## src/rtl/mem_arbiter.sv

```systemverilog
// Two-port memory arbiter: CPU (port 0) and loader/DMA (port 1) share one
// single-ported memory with round-robin arbitration and bounded lock tenures.
module mem_arbiter #(
  parameter int LOCK_MAX = 3
) (
  input  logic        clk,
  input  logic        rst,
  input  logic        req0,
  input  logic        req1,
  input  logic        we0,
  input  logic        we1,
  input  logic [13:0] addr0,
  input  logic [13:0] addr1,
  input  logic [9:0]  wdata0,
  input  logic [9:0]  wdata1,
  input  logic        lock0,
  input  logic        lock1,
  output logic        gnt0,
  output logic        gnt1,
  output logic        rvalid0,
  output logic        rvalid1,
  output logic [9:0]  rdata,
  output logic [13:0] mem_addr,
  output logic [9:0]  mem_wdata,
  output logic        mem_read,
  output logic        mem_write,
  input  logic [9:0]  mem_rdata
);

  localparam int CW = $clog2(LOCK_MAX + 1);
  // lock_cnt holds grants already issued in the tenure; the grant that would
  // reach LOCK_MAX is the last one and forces release.
  localparam logic [CW-1:0] CNT_LAST = CW'(LOCK_MAX - 1);
  localparam logic CAN_LOCK = (LOCK_MAX > 1);

  typedef enum logic [1:0] {
    IDLE  = 2'd0,
    LOCK0 = 2'd1,
    LOCK1 = 2'd2
  } state_e;

  state_e        state_q, state_d;
  logic          rr_q, rr_d;
  logic [CW-1:0] lock_cnt_q, lock_cnt_d;
  logic          rvalid0_q, rvalid1_q;
  logic          gnt0_s, gnt1_s;

  // Same-cycle grant selection; nothing is granted while reset is held.
  always_comb begin
    gnt0_s = 1'b0;
    gnt1_s = 1'b0;
    if (rst) begin
      gnt0_s = 1'b0;
      gnt1_s = 1'b0;
    end else begin
      case (state_q)
        IDLE: begin
          if (req0 && req1) begin
            gnt0_s = ~rr_q;
            gnt1_s = rr_q;
          end else begin
            gnt0_s = req0;
            gnt1_s = req1;
          end
        end
        LOCK0:   gnt0_s = req0;
        LOCK1:   gnt1_s = req1;
        default: begin
          gnt0_s = 1'b0;
          gnt1_s = 1'b0;
        end
      endcase
    end
  end

  // Next-state, round-robin pointer and lock tenure bookkeeping.
  always_comb begin
    state_d    = state_q;
    lock_cnt_d = lock_cnt_q;
    if (gnt0_s) begin
      rr_d = 1'b1;
    end else if (gnt1_s) begin
      rr_d = 1'b0;
    end else begin
      rr_d = rr_q;
    end
    case (state_q)
      IDLE: begin
        if (gnt0_s && lock0 && CAN_LOCK) begin
          state_d    = LOCK0;
          lock_cnt_d = CW'(1);
        end else if (gnt1_s && lock1 && CAN_LOCK) begin
          state_d    = LOCK1;
          lock_cnt_d = CW'(1);
        end else begin
          lock_cnt_d = '0;
        end
      end
      LOCK0: begin
        if (!req0) begin
          state_d    = IDLE;
          lock_cnt_d = '0;
          rr_d       = 1'b1;
        end else if (lock0 && (lock_cnt_q < CNT_LAST)) begin
          lock_cnt_d = lock_cnt_q + CW'(1);
        end else begin
          state_d    = IDLE;
          lock_cnt_d = '0;
        end
      end
      LOCK1: begin
        if (!req1) begin
          state_d    = IDLE;
          lock_cnt_d = '0;
          rr_d       = 1'b0;
        end else if (lock1 && (lock_cnt_q < CNT_LAST)) begin
          lock_cnt_d = lock_cnt_q + CW'(1);
        end else begin
          state_d    = IDLE;
          lock_cnt_d = '0;
        end
      end
      default: begin
        state_d    = IDLE;
        lock_cnt_d = '0;
      end
    endcase
  end

  // State registers; a reset mid-read drops the pending rvalid.
  always_ff @(posedge clk or posedge rst) begin
    if (rst) begin
      state_q    <= IDLE;
      rr_q       <= 1'b0;
      lock_cnt_q <= '0;
      rvalid0_q  <= 1'b0;
      rvalid1_q  <= 1'b0;
    end else begin
      state_q    <= state_d;
      rr_q       <= rr_d;
      lock_cnt_q <= lock_cnt_d;
      rvalid0_q  <= gnt0_s & ~we0;
      rvalid1_q  <= gnt1_s & ~we1;
    end
  end

  assign gnt0      = gnt0_s;
  assign gnt1      = gnt1_s;
  assign rvalid0   = rvalid0_q;
  assign rvalid1   = rvalid1_q;
  assign rdata     = mem_rdata;
  assign mem_read  = (gnt0_s & ~we0) | (gnt1_s & ~we1);
  assign mem_write = (gnt0_s & we0) | (gnt1_s & we1);
  assign mem_addr  = gnt0_s ? addr0 : (gnt1_s ? addr1 : 14'h0000);
  assign mem_wdata = gnt0_s ? wdata0 : (gnt1_s ? wdata1 : 10'h000);

endmodule

```

## config.mk

```make
export PLATFORM = sky130hd
export DESIGN_NAME = mem_arbiter
export DESIGN_NICKNAME = d
export VERILOG_FILES = /design/src/rtl/mem_arbiter.sv
export SDC_FILE = /design/constraint.sdc
export NUM_CORES = 1
export LEC_CHECK = 0
export ABC_AREA = 1
export BUFFER_PORTS_ARGS = -buffer_cell sky130_fd_sc_hd__buf_2
export CAP_MARGIN = 20
export CORE_MARGIN = 2
export CORE_UTILIZATION = 34
export CTS_CLUSTER_DIAMETER = 50
export CTS_CLUSTER_SIZE = 14
export DETAILED_ROUTE_END_ITERATION = 6
export PLACE_DENSITY = 0.92
export SLEW_MARGIN = 20
export SYNTH_ARGS = -nofsm -noshare
export SYNTH_HDL_FRONTEND = slang
export SYNTH_SLANG_ARGS = --single-unit
```

## constraint.sdc

```tcl
create_clock -name clk -period 2.2 [get_ports clk]
set_clock_uncertainty 0.15 [all_clocks]
set_input_delay 0.55 -clock clk [delete_from_list [all_inputs] [get_ports clk]]
set_output_delay 0.55 -clock clk [all_outputs]
set_load 0.01 [all_outputs]
```

## Yosys cells after proc, flatten, opt, wreduce, memory -nomap -nowiden

Cells that the tools add are included.

- Register bits after elaboration: 7
- Output and inout bits: 40
- Input port bits: 66

- $lt $le $gt $ge: 1
- Mux-type cells: 29
- Add/sub/neg operators: 1
- Equality and inequality tests: 5
- Bitwise gates (word level): 9
- Reduce and logical (&&, ||, !) cells: 7

Operators with widths:

| kind | number |
|---|---|
| $mux W14 | 2 |
| $mux W10 | 2 |
| $mux W2 | 10 |
| $pmux W2 S3 | 2 |
| $mux W1 | 10 |
| $ne A3 B3 Y1 const B | 3 |
| $pmux W1 S2 | 3 |
| $logic_and A1 B1 Y1 | 5 |
| $and A1 B1 Y1 | 4 |
| $not A1 Y1 | 3 |
| $reduce_and A3 Y1 | 1 |
| $add A2 B1 Y2 const B | 1 |
| $eq A2 B1 Y1 const B | 1 |
| $eq A2 B2 Y1 const B | 1 |
| $logic_not A2 Y1 | 1 |
| $lt A2 B2 Y1 const B | 1 |
| $or A1 B1 Y1 | 2 |

## Longest topological paths before layout

- Depth after elaboration: 8
- Mapped depth: 10
- Gate-level depth less buffers: 10

## Least setup slack after synthesis

Ideal clock, no wire load.

- Path type: register to output
- From: reg state_q[0]
- To: out mem_wdata[0]
- Path buffers: 1
- Path slack: 177 ps
- Arrival: 1,323 ps
- Stages on the path, launching flop included: 10
- Cells stage by stage: dfrtp_1 -> inv_1 -> ha_1 -> nand2_1 -> nand2_2 -> nand2_4 -> inv_4 -> buf_6 -> nand2_1 -> o21ai_1

- Elaborated cells between the ends (all ways): 9

RTL lines:

| item | RTL line | source |
|---|---|---|
| start: declaration | 42 | `state_e state_q, state_d;` |
| start signal: assignment | 139 | `state_q <= state_d;` |
| $eq A2 B1 Y1 / $logic_not A2 Y1 (equally long branches) | 56 | `case (state_q)` |
| $pmux W1 S2 (*) | 56 |  |
| $mux W1 (*) | 52 | `if (rst) begin` |
| named net gnt0 | 18 | `output logic gnt0,` |
| $mux W10 (*) | 155 | `assign mem_wdata = gnt0_s ? wdata0 : (gnt1_s ? wdata1 : 10'h000);` |
| end: declaration | 24 | `output logic [9:0] mem_wdata,` |

The timed path passes the listed nets; every way through them passes the cells marked *.

## Worst setup path in the final report

- From: reg state_q[0]
- To: out mem_wdata[8]

- Longest elaborated chain between the ends: 5
- Elaborated cells between the ends (all ways): 9

Ends and longest elaborated chain:

| item | RTL line |
|---|---|
| $eq A2 B2 Y1 / $logic_not A2 Y1 (equally long branches) | 56 |
| $pmux W1 S2 | 56 |
| $mux W1 | 52 |
| $mux W10 | 155 |
| $mux W10 (*) | 155 |

Every way passes the cells marked *; elsewhere a longest branch is shown, timed or not.

==> impl_metrics.yaml <==
floorplan:
  io_pins: 106
  die_width_um: 56.19
  die_y_um: 56.19
  start_util_pct: 36.71
  rows: 18
  design.die.area_sq_um: 3157
  core_area_sq_um: 2522
setup_path:
  required_ns: 1.50
  path_max_fanout: 8
  worstPathArrival_ns: 1.66
  r2r_slack_ns: 0.44
  critPathLaunchType: "flip-flop"
  cp-end-kind: "output port"
  worstSetupPathType: "reg2out"
final_layout:
  instances_no_fill: 274
  nets: 315
  syn_to_final_growth_pct: 78.65
  layout-drive-gt1-share_pct: 56.97
  fin_area_sq_um: 1654
  diodes: 0
power:
  switching_power_uw: 702.1
  p_leak_nw: 0.9670
  sequentialPowerShare_pct: 13.3
  pwr-share-clk_pct: 8.6
  ir_drop_mv: 0.7013
  switching_share_pct: 48.84
  pwr_density_cell_nw_per_um2: 869.1
  comb_power_share_pct: 78.1
  p_int_uw: 735.5
logic_synthesis:
  synthDominantCellAreaShare_pct: 25.14
  async_reset_ff_share_pct: 100.0
  ys_ff_latch: 7
  ys_types: 21
  synth-main-ff-cell: "dfrtp_1"
  synth_cells: 153
  yosys_warnings: 0
  avgSynthCellArea_sq_um: 6.052
  synth_common_cells: "nand2_1 (62), o21ai_1 (15), inv_1 (14)"
  ys_seq_area_share_pct: 18.92
  synth_fp_nets: 223
  syn_area_sq_um: 925.9
  synth_edf_count: 0
  netlist.top_cell.by_area: "nand2_1"
  ys_top_cells_by_area: "nand2_1 (25%), dfrtp_1 (19%), buf_4 (8.9%)"
  synth.most_common_cell: "nand2_1"
clock_tree:
  cts.clk_slew.worst_paths_ns: 0.06
  insertion_delay_ns: 0.26
  cts_buffer_depth: 2
  cts_tree: "done"
  clock_sinks: 7
  cts_buffers: 3
  cts_root_buf: "clkbuf_4"
  cts_htree_levels: 1
place:
  dp_slack_ns: -0.008335
  io_buffers: 85
  place_inst: 258
  gp_congestion: 0.8477
  hpwl_um: 2275
  place_area_sq_um: 1301
run_status:
  violations: "negative setup slack"
  status: "finished, violations left"
min_path:
  hp-class: "in2async"
routing:
  ant_nets: 0
  wire_per_inst_um: 13.05
  drtIter0Drc: 86
  vias_per_cell: 4.894
  drc: 0
  wl_um: 3577
  via_count: 1341
  dr.pass1.iters: 4
timing:
  rsz0062_at_grt: "true"
  setup_viol: 26
  slew_headroom_pct: 79.67
  worstMarginPinSlew_ns: 0.3046
  fmax_ghz: 0.4240
  min_period_ns: 2.359
  min_period_over_period_pct: 107.2
  slew_violations: 0
  hold_viol_final: 0
  fin_ws_ns: -0.1587
flow_run:
  cap_violations: 0
global_route:
  grt_pass1_vias: 1194
  grt_pass1_wl_um: 5147
  grt_max_degree: 18
  grt-ovfl-total: 0
  antenna_found_initial: 0
  track_usage_pct: 19.84
timing repair:
action,4_1_cts,5_1_grt
setup endpoints to repair,27,27
pin swaps,5,5
buffers inserted,2,3
gates cloned,5,2
hold buffers,0,0
gates resized for setup,35,22
state kept, by name, indices dropped and copies added (netlist names):
name / cells
rvalid1: 1
lock_cnt_q: 2
rvalid0: 1
state_q: 2
rr_q: 1
worst max-delay path, cell delays in order (launching register included):
cell       delay (ns)
dfrtp_1          0.42
inv_2            0.10
ha_4             0.16
nand2_1          0.08
nand2_2          0.10
nand2_4          0.09
clkbuf_16        0.18
o21ai_2          0.13
buf_2            0.14
stage by stage:
stage	hold WS, ns	setup TNS [ns]	total power, mW	util, %
6_report	0.1129	-3.384	1.438	65.58
5_1_grt	0.1376	-6.164	1.557	65.58
4_1_cts	0.1172	-2.874	1.304	60.27
3_5_place_dp	0.3490	-0.01086	0.9131	51.59
3_3_place_gp	0.3401	0	0.8975	51.59
2_1_floorplan	0.2034	0	0.6905	-
routing by layer:
layer,routed length [um],global-route usage [%],share of wire (%)
met3,376,6.047,11
met2,1835,37.31,51
met1,1331,21.77,37
met5,0,0,0
met4,34,3.741,0.95
worst paths after layout:
check                         startpoint             to  depth (start not counted)
setup / recovery              state_q[0]   mem_wdata[8]                          8
hold / removal                       rst           rr_q                          2
setup reg to reg              state_q[0]           rr_q                         10
hold reg to reg            lock_cnt_q[0]  lock_cnt_q[1]                          2
max in group asynchronous            rst     state_q[1]                          2
min in group clk                     we1        rvalid1                          2
power by group through the flow:
stage                     sequential, mW  combinational, mW  clock (mW)
after floorplan                    0.187              0.503           0
after global placement             0.190              0.708           0
after detailed placement           0.191              0.722           0
after CTS                          0.189              0.990       0.124
after global routing               0.195               1.23       0.133
final                              0.191               1.12       0.123
placed cells by master, fill, tap and decap left out, drive strengths merged:
cell type / count
buf: 98
clkbuf: 5
ha: 4
a22o: 1
clkinv: 1
nand2: 66
inv: 17
nand4: 2
nand3: 8
nor3: 1
dfrtp: 7
o22ai: 1
nor2: 6
a21oi: 2
o21ai: 25
cell type report:
cell class | count | area (sq um)
multi-input cells | 116 | 694.4
flip-flops and latches | 7 | 175.2
inverters | 15 | 72.57
clock buffers | 4 | 26.28
fillers | 217 | 868.3
repair buffers | 99 | 609.3
well taps | 30 | 37.54
repair inverters | 3 | 38.79
logic make-up after synthesis:
group / Yosys count / share of synthesized area [%]
buffers and inverters: 31 / 20.68
AO/OA/AOI/OAI: 29 / 17.84
adder cells (fa/ha/maj): 4 / 5.406
AND/OR/NAND/NOR: 82 / 37.16
flip-flops: 7 / 18.92
Note: power is estimated with default switching activity, not from simulation.
